--- config.mk ---
export PLATFORM = sky130hd
export DESIGN_NAME = bsg_axil_rxs
export DESIGN_NICKNAME = d
export VERILOG_FILES = /design/src/rtl/bsg_axil_rxs.sv
export SDC_FILE = /design/constraint.sdc
export NUM_CORES = 1
export LEC_CHECK = 0
export CAP_MARGIN = 20
export CORE_MARGIN = 8
export CORE_UTILIZATION = 36
export DETAILED_ROUTE_END_ITERATION = 10
export PLACE_DENSITY = 0.89
export SYNTH_ARGS = -nofsm -noshare
export SYNTH_HDL_FRONTEND = slang
export SYNTH_SLANG_ARGS = --single-unit
--- constraint.sdc ---
create_clock -name clk_i -period 2.1 [get_ports clk_i]
set_input_delay 0.63 -clock clk_i [delete_from_list [all_inputs] [get_ports clk_i]]
set_output_delay 0.63 -clock clk_i [all_outputs]
set_load 0.05 [all_outputs]
--- src/rtl/bsg_axil_rxs.sv ---
// AXI4-Lite read slave draining a bank of receive FIFOs and
// exposing per-slot occupancy and interrupt status registers.

package bsg_axil_to_mcl_pkg;
    parameter int axil_base_addr_width_gp = 8;
    parameter int axil_slot_idx_width_gp  = 4;
    parameter logic [31:0] axil_m_slot_addr_gp = 32'h0000_0100;
    parameter logic [7:0] axil_mm2s_ofs_isr_gp  = 8'h00;
    parameter logic [7:0] axil_mm2s_ofs_rdfo_gp = 8'h1C;
    parameter logic [7:0] axil_mm2s_ofs_rdfd_gp = 8'h20;
endpackage

module bsg_axil_rxs
    import bsg_axil_to_mcl_pkg::*;
#(
    // Must be overridden by the instantiating design.
    parameter int num_fifos_p = 1
) (
    input  logic                         clk_i,
    input  logic                         reset_i,
    input  logic [31:0]                  araddr_i,
    input  logic                         arvalid_i,
    output logic                         arready_o,
    output logic [31:0]                  rdata_o,
    output logic [1:0]                   rresp_o,
    output logic                         rvalid_o,
    input  logic                         rready_i,
    input  logic [num_fifos_p-1:0][31:0] rxs_i,
    input  logic [num_fifos_p-1:0]       rxs_v_i,
    output logic [num_fifos_p-1:0]       rxs_yumi_o,
    input  logic [num_fifos_p-1:0][31:0] rdfo_i,
    input  logic [num_fifos_p-1:0][31:0] isr_i
);

    localparam int bw_lp = axil_base_addr_width_gp;
    localparam int sw_lp = axil_slot_idx_width_gp;
    localparam int slot_base_lp = int'(axil_m_slot_addr_gp >> bw_lp);

    typedef enum logic [1:0] {
        E_RD_IDLE   = 2'd0,
        E_RD_DECODE = 2'd1,
        E_RD_RESP   = 2'd2
    } state_e;

    state_e state_r;
    logic [31:0] rd_addr_r;
    logic [31:0] rdata_r;
    logic [1:0]  rresp_r;
    logic        arready_r;
    logic        rvalid_r;

    logic [sw_lp-1:0]       slot_f;
    logic [bw_lp-1:0]       ofs_f;
    logic [31:0]            dec_data;
    logic [1:0]             dec_resp;
    logic [num_fifos_p-1:0] dec_pop;

    assign slot_f = rd_addr_r[bw_lp +: sw_lp];
    assign ofs_f  = rd_addr_r[0 +: bw_lp];

    always_comb begin
        dec_data = '0;
        dec_resp = 2'b11;
        dec_pop  = '0;
        for (int i = 0; i < num_fifos_p; i++) begin
            if (slot_f == sw_lp'(i + slot_base_lp)) begin
                dec_resp = 2'b00;
                if (ofs_f == bw_lp'(axil_mm2s_ofs_isr_gp)) begin
                    dec_data = isr_i[i];
                end else if (ofs_f == bw_lp'(axil_mm2s_ofs_rdfo_gp)) begin
                    dec_data = rdfo_i[i];
                end else if (ofs_f == bw_lp'(axil_mm2s_ofs_rdfd_gp)) begin
                    if (rxs_v_i[i]) begin
                        dec_data   = rxs_i[i];
                        dec_pop[i] = 1'b1;
                    end else begin
                        dec_resp = 2'b10;
                    end
                end
            end
        end
    end

    // The pop must line up with the cycle the head word is captured.
    assign rxs_yumi_o = (state_r == E_RD_DECODE && !reset_i) ? dec_pop : '0;

    always_ff @(posedge clk_i) begin
        if (reset_i) begin
            state_r   <= E_RD_IDLE;
            arready_r <= 1'b1;
            rvalid_r  <= 1'b0;
            rd_addr_r <= '0;
            rdata_r   <= '0;
            rresp_r   <= '0;
        end else begin
            unique case (state_r)
                E_RD_IDLE: begin
                    if (arvalid_i) begin
                        rd_addr_r <= araddr_i;
                        arready_r <= 1'b0;
                        state_r   <= E_RD_DECODE;
                    end
                end
                E_RD_DECODE: begin
                    rdata_r  <= dec_data;
                    rresp_r  <= dec_resp;
                    rvalid_r <= 1'b1;
                    state_r  <= E_RD_RESP;
                end
                E_RD_RESP: begin
                    if (rready_i) begin
                        rvalid_r  <= 1'b0;
                        arready_r <= 1'b1;
                        state_r   <= E_RD_IDLE;
                    end
                end
                default: begin
                    rvalid_r  <= 1'b0;
                    arready_r <= 1'b1;
                    state_r   <= E_RD_IDLE;
                end
            endcase
        end
    end

    assign arready_o = arready_r;
    assign rvalid_o  = rvalid_r;
    assign rdata_o   = rdata_r;
    assign rresp_o   = rresp_r;

endmodule

Yosys cells after proc, flatten, opt, wreduce, memory -nomap -nowiden --
Cells that the tools add are included.
Cells by class: bitwise logic cells 2, divide/modulo/power cells 0, add/sub/neg operators 0, multiplexer cells 24, multiply operators 0, eq/ne operators 7, shift operators 0, magnitude comparators 0, reduce and logical (&&, ||, !) cells 8
Operators with widths (count):
- 32-bit two-way mux | 5
- 2-bit two-way mux | 7
- 1-bit two-way mux | 9
- 8-bit by 5-bit == test with 1-bit output, second input constant | 1
- 8-bit by 6-bit == test with 1-bit output, second input constant | 1
- 8-bit logical NOT | 1
- 1-bit case mux with 3 select lines | 2
- 2-bit case mux with 3 select lines | 1
- 2-bit AND reduction | 3
- 4-bit by 1-bit == test with 1-bit output, second input constant | 1
- 2-bit != test, second input constant | 2
- 3-bit AND reduction | 1
- 2-bit by 1-bit == test with 1-bit output, second input constant | 1
- 2-bit == test, second input constant | 1
- 2-bit logical NOT | 1
- 1-bit NOT | 2
- 1-bit logical AND | 1
- 1-bit logical NOT | 1
Storage, ports and cells: bits in writable memories 0, bits of input ports 133, memories 0, logic and storage cells 47, memory bits (read-only) 0, output and inout port bits 37, bits in latches 0, flip-flop bits (word level) 50

Logic depth before layout (Yosys ltp) --
word-level depth 6, gate-level depth with buffers 5, depth with buffers taken out 3

Least setup slack after synthesis --
OpenSTA, ideal clock, no wires.
path kind input -> output, start input port rxs_v_i, end output port rxs_yumi_o, arrival time 1830 ps, path slack -360 ps, stages on the path 4, required time 1470 ps, buffers on the path 1, cells stage by stage nor4b_4 > buf_2 > nand2_1 > nor2_1
On the way: cells in the longest elaborated chain, start to end 6
Ends and longest elaborated chain:
- from (decl) | RTL line 29 | input logic [num_fifos_p-1:0] rxs_v_i,
- 1-bit two-way mux | RTL line 73 | if (rxs_v_i[i]) begin
- 1-bit two-way mux | RTL line 72 | end else if (ofs_f == bw_lp'(axil_mm2s_ofs_rdfd_gp)) begin
- 1-bit two-way mux | RTL line 70 | end else if (ofs_f == bw_lp'(axil_mm2s_ofs_rdfo_gp)) begin
- 1-bit two-way mux | RTL line 68 | if (ofs_f == bw_lp'(axil_mm2s_ofs_isr_gp)) begin
- 1-bit two-way mux | RTL line 66 | if (slot_f == sw_lp'(i + slot_base_lp)) begin
- 1-bit two-way mux | RTL line 85 | assign rxs_yumi_o = (state_r == E_RD_DECODE && !reset_i) ? dec_pop : '0;
- to (decl) | RTL line 30 | output logic [num_fifos_p-1:0] rxs_yumi_o,
Every way passes these cells.

Final worst setup path --
start register rd_addr_r[9], end output port rxs_yumi_o
On the way: cells in the longest elaborated chain, start to end 3
Ends and longest elaborated chain:
- from (decl) | RTL line 46 | logic [31:0] rd_addr_r;
- from (signal assigned) | RTL line 99 | rd_addr_r <= araddr_i;
- 4-bit by 1-bit == test with 1-bit output | RTL line 66
- 1-bit two-way mux | RTL line 66
- 1-bit two-way mux | RTL line 85
Every way passes these cells.

==> flow_metrics.py <==
metrics = {
    "sta": {
        "grt_setup_unrepaired": "yes",
        "hold_violations": 0,
        "drv_slew": 0,
        "slew-limit-headroom_pct": 72.8,
        "hold_ws_ps": 469,
        "layout_min_cycle_time_ps": 2120,
        "period_share_pct": 101,
        "worst_slew_pin_slew_ps": 407,
        "fmax_mhz": 471,
        "setup_ws_ps": -24.4,
        "clock_skew_ps": 14.1,
        "finalSetupViolations": 1,
    },
    "finish": {
        "antennaDiodeCount": 0,
        "drive_above_1_share_pct": 27.8,
        "final-seq-area_mm2": 0.00101,
        "fillers": 566,
        "nNetsFinal": 560,
        "multi_input_area_mm2": 0.00141,
        "areaGrowthSynthToFinish_pct": 68.2,
    },
    "logic_synthesis": {
        "synth_area_mm2": 0.00253,
        "ys.warnings.count": 0,
        "ys_seq_area_share_pct": 39.5,
        "synth.avg_cell_area_um2": 9.15,
        "syn-num-nets": 410,
        "synthCells": 277,
        "yosys.cell_types.count": 29,
        "synth_seq_cells": 50,
    },
    "critical_path": {
        "startpoint_type": "register",
        "crit_chain": "nor4b_4 -> nand4_1 -> nor2_4 -> buf_12",
        "end_kind": "output port",
        "cp_max_fo": 2,
        "crit_arrival_ps": 1490,
        "cp.required_ps": 1470,
        "cp_num_buf_inv": 1,
        "crit_family": "simple AND/OR/NAND/NOR gates",
        "cp_slowest_stage_delay_ps": 340,
        "path_class": "register to output port",
        "slowest_stage": "dfxtp_2",
    },
    "floorplan": {
        "die_y_um": 99.9,
        "die_width_um": 99.9,
        "ios": 170,
        "start_util_pct": 37.3,
        "core_mm2": 0.00679,
        "row_count": 30,
        "dieArea_mm2": 0.00998,
    },
    "clock_network": {
        "clk_latency_ps": 300,
        "clock_sinks": 50,
        "clock_path_buffers": 2,
        "root_buffer": "clkbuf_8",
        "cts_made_buffers": 5,
        "htree_levels": 2,
        "hold_buffers": 0,
        "cts_tree": "built",
        "clk_pin_slew_ps": 100,
    },
    "flow_run": {
        "maxCapViolations": 0,
    },
    "status": {
        "outcome": "finished, violations left",
        "violations": "negative setup slack",
    },
    "hold_path": {
        "hold_path_class": "register to register",
    },
    "global_route": {
        "grt_pass1_wl_um": 15100,
        "grt-ovfl-total": 0,
        "grt_max_degree": 37,
        "track_usage_pct": 18.6,
        "grt_pass1_vias": 2930,
        "antenna_found_initial": 0,
    },
    "detailed_routing": {
        "drtAntennaViolNets": 0,
        "avgRoutedWirePerCell_um": 18.2,
        "vias": 2851,
        "drtPass1Iterations": 4,
        "wirelength_um": 9530,
        "drtIter0Drc": 147,
        "drc": 0,
        "viasPerCell": 5.44,
    },
    "placed_design": {
        "gp_congestion": 0.755,
        "io_buffer_count": 149,
        "hpwl_um": 7120,
    },
    "power_and_ir_drop": {
        "power.total_w": 0.00247,
        "powerDensity_mw_per_mm2": 579,
        "static-leakage-power_nw": 1.60,
        "peakVddDrop_mv": 0.500,
    },
}
[layout by cell type (no fill, tap or decap), drive strengths merged]
| cell | count |
|---|---|
| nor4b | 2 |
| nor3b | 1 |
| and2b | 1 |
| or4 | 2 |
| o211a | 1 |
| or3b | 1 |
| a221oi | 32 |
| buf | 62 |
| o31ai | 32 |
| dfxtp | 50 |
| nand2b | 2 |
| and2 | 1 |
| a21oi | 15 |
| clkbuf | 6 |
| nand2 | 25 |
| clkdlybuf4s50 | 110 |
| nor2 | 5 |
| and4b | 1 |
| clkinvlp | 1 |
| bufinv | 1 |
| nand4 | 1 |
| nor3 | 34 |
| nand3 | 32 |
| dlygate4sd2 | 2 |
| inv | 1 |
| nand4b | 1 |
| nor4 | 2 |
| o21ai | 4 |
[synthesized netlist by cell type]
cell | number | area [um^2]
clkbuf_2 | 2 | 10.0
nand3_1 | 32 | 160
or4_1 | 2 | 15.0
dfxtp_1 | 50 | 1000
o31ai_1 | 32 | 240
and2b_1 | 1 | 7.51
o211a_1 | 1 | 10.0
nor3_1 | 4 | 20.0
nor2_1 | 5 | 18.8
nor3b_1 | 1 | 7.51
nor4_2 | 2 | 25.0
and4b_1 | 1 | 10.0
a21oi_1 | 15 | 75.1
clkbuf_1 | 13 | 48.8
inv_2 | 1 | 3.75
buf_2 | 10 | 50.1
a221oi_1 | 32 | 280
nor3_2 | 30 | 300
o21ai_0 | 4 | 20.0
nand4b_1 | 1 | 8.76
buf_6 | 3 | 33.8
nand2b_1 | 2 | 12.5
buf_4 | 3 | 22.5
nor4b_4 | 1 | 23.8
nor4b_2 | 1 | 15.0
and2_1 | 1 | 6.26
nand2_1 | 25 | 93.8
or3b_2 | 1 | 8.76
nand4_1 | 1 | 6.26
[report_power, final]
| group | switching, W | internal, W | leakage [nW] |
|---|---|---|---|
| Sequential | 0.0000323 | 0.000978 | 0.409 |
| Clock | 0.000323 | 0.000356 | 0.0514 |
| Combinational | 0.000378 | 0.000399 | 1.13 |
| Total | 0.000733 | 0.00173 | 1.60 |
[routing by layer]
metal / part of all wire (%) / vias up / global-route usage, %
met2: 53 / 119 / 33.2
li1: - / 1366 / -
met5: 0 / - / 0
met1: 39 / 1357 / 21.0
met4: 0.90 / 0 / 5.01
met3: 7.9 / 9 / 5.19
[tightest hold or removal path: cells and delay by family (launching register included)]
family	cells	cell delay [ps]
flip-flops	1	320
AND/OR/NAND/NOR	1	60
AO/OA/AOI/OAI	1	50
[flip-flops by register name, indices dropped and copies added, names as in the netlist]
name	count
arready_o	1
rd_addr_r	12
rdata_o	32
rresp_o	2
rvalid_o	1
state_r	2
[path summary, 6_finish.rpt]
check          startpoint         end  slack, ps  cells past startpoint
min reg2reg    rdata_o[5]  rdata_o[5]        470                      2
min            rdata_o[5]  rdata_o[5]        470                      2
max          rd_addr_r[9]  rxs_yumi_o        -20                      4
max reg2reg  rd_addr_r[0]  rresp_o[1]        200                     13
[repair_timing]
action	in CTS	in global routing
resized for setup	7	7
setup endpoints to repair	1	2
pin swaps	5	5
buffers inserted	12	0
[per-stage QoR]
stage,area (um^2),setup TNS (ps),setup slack (ps),std cells,util (%)
after floorplan,2550,0,12.3,277,-
after global placement,4040,-2910,-257,505,59.5
after detailed placement,4040,-5360,-278,505,59.5
after CTS,4260,-30.0,-30.0,525,62.7
after global routing,4260,-91.8,-91.8,524,62.7
final,4260,-24.4,-24.4,524,62.7
[final cells by class]
class                   count  area share, %
clock buffers               6           1.70
repair buffers            174           37.7
flip-flops and latches     50           23.7
well taps                  96           2.82
multi-input cells         195           33.0
clock inverters             2          0.881
inverters                   1         0.0881
[cells by family after synthesis]
family          share of synthesized area, %
compound gates                          24.7
buf+inv                                 6.66
flops                                   39.5
simple gates                            29.2
Note: power is estimated with default switching activity, not from simulation.
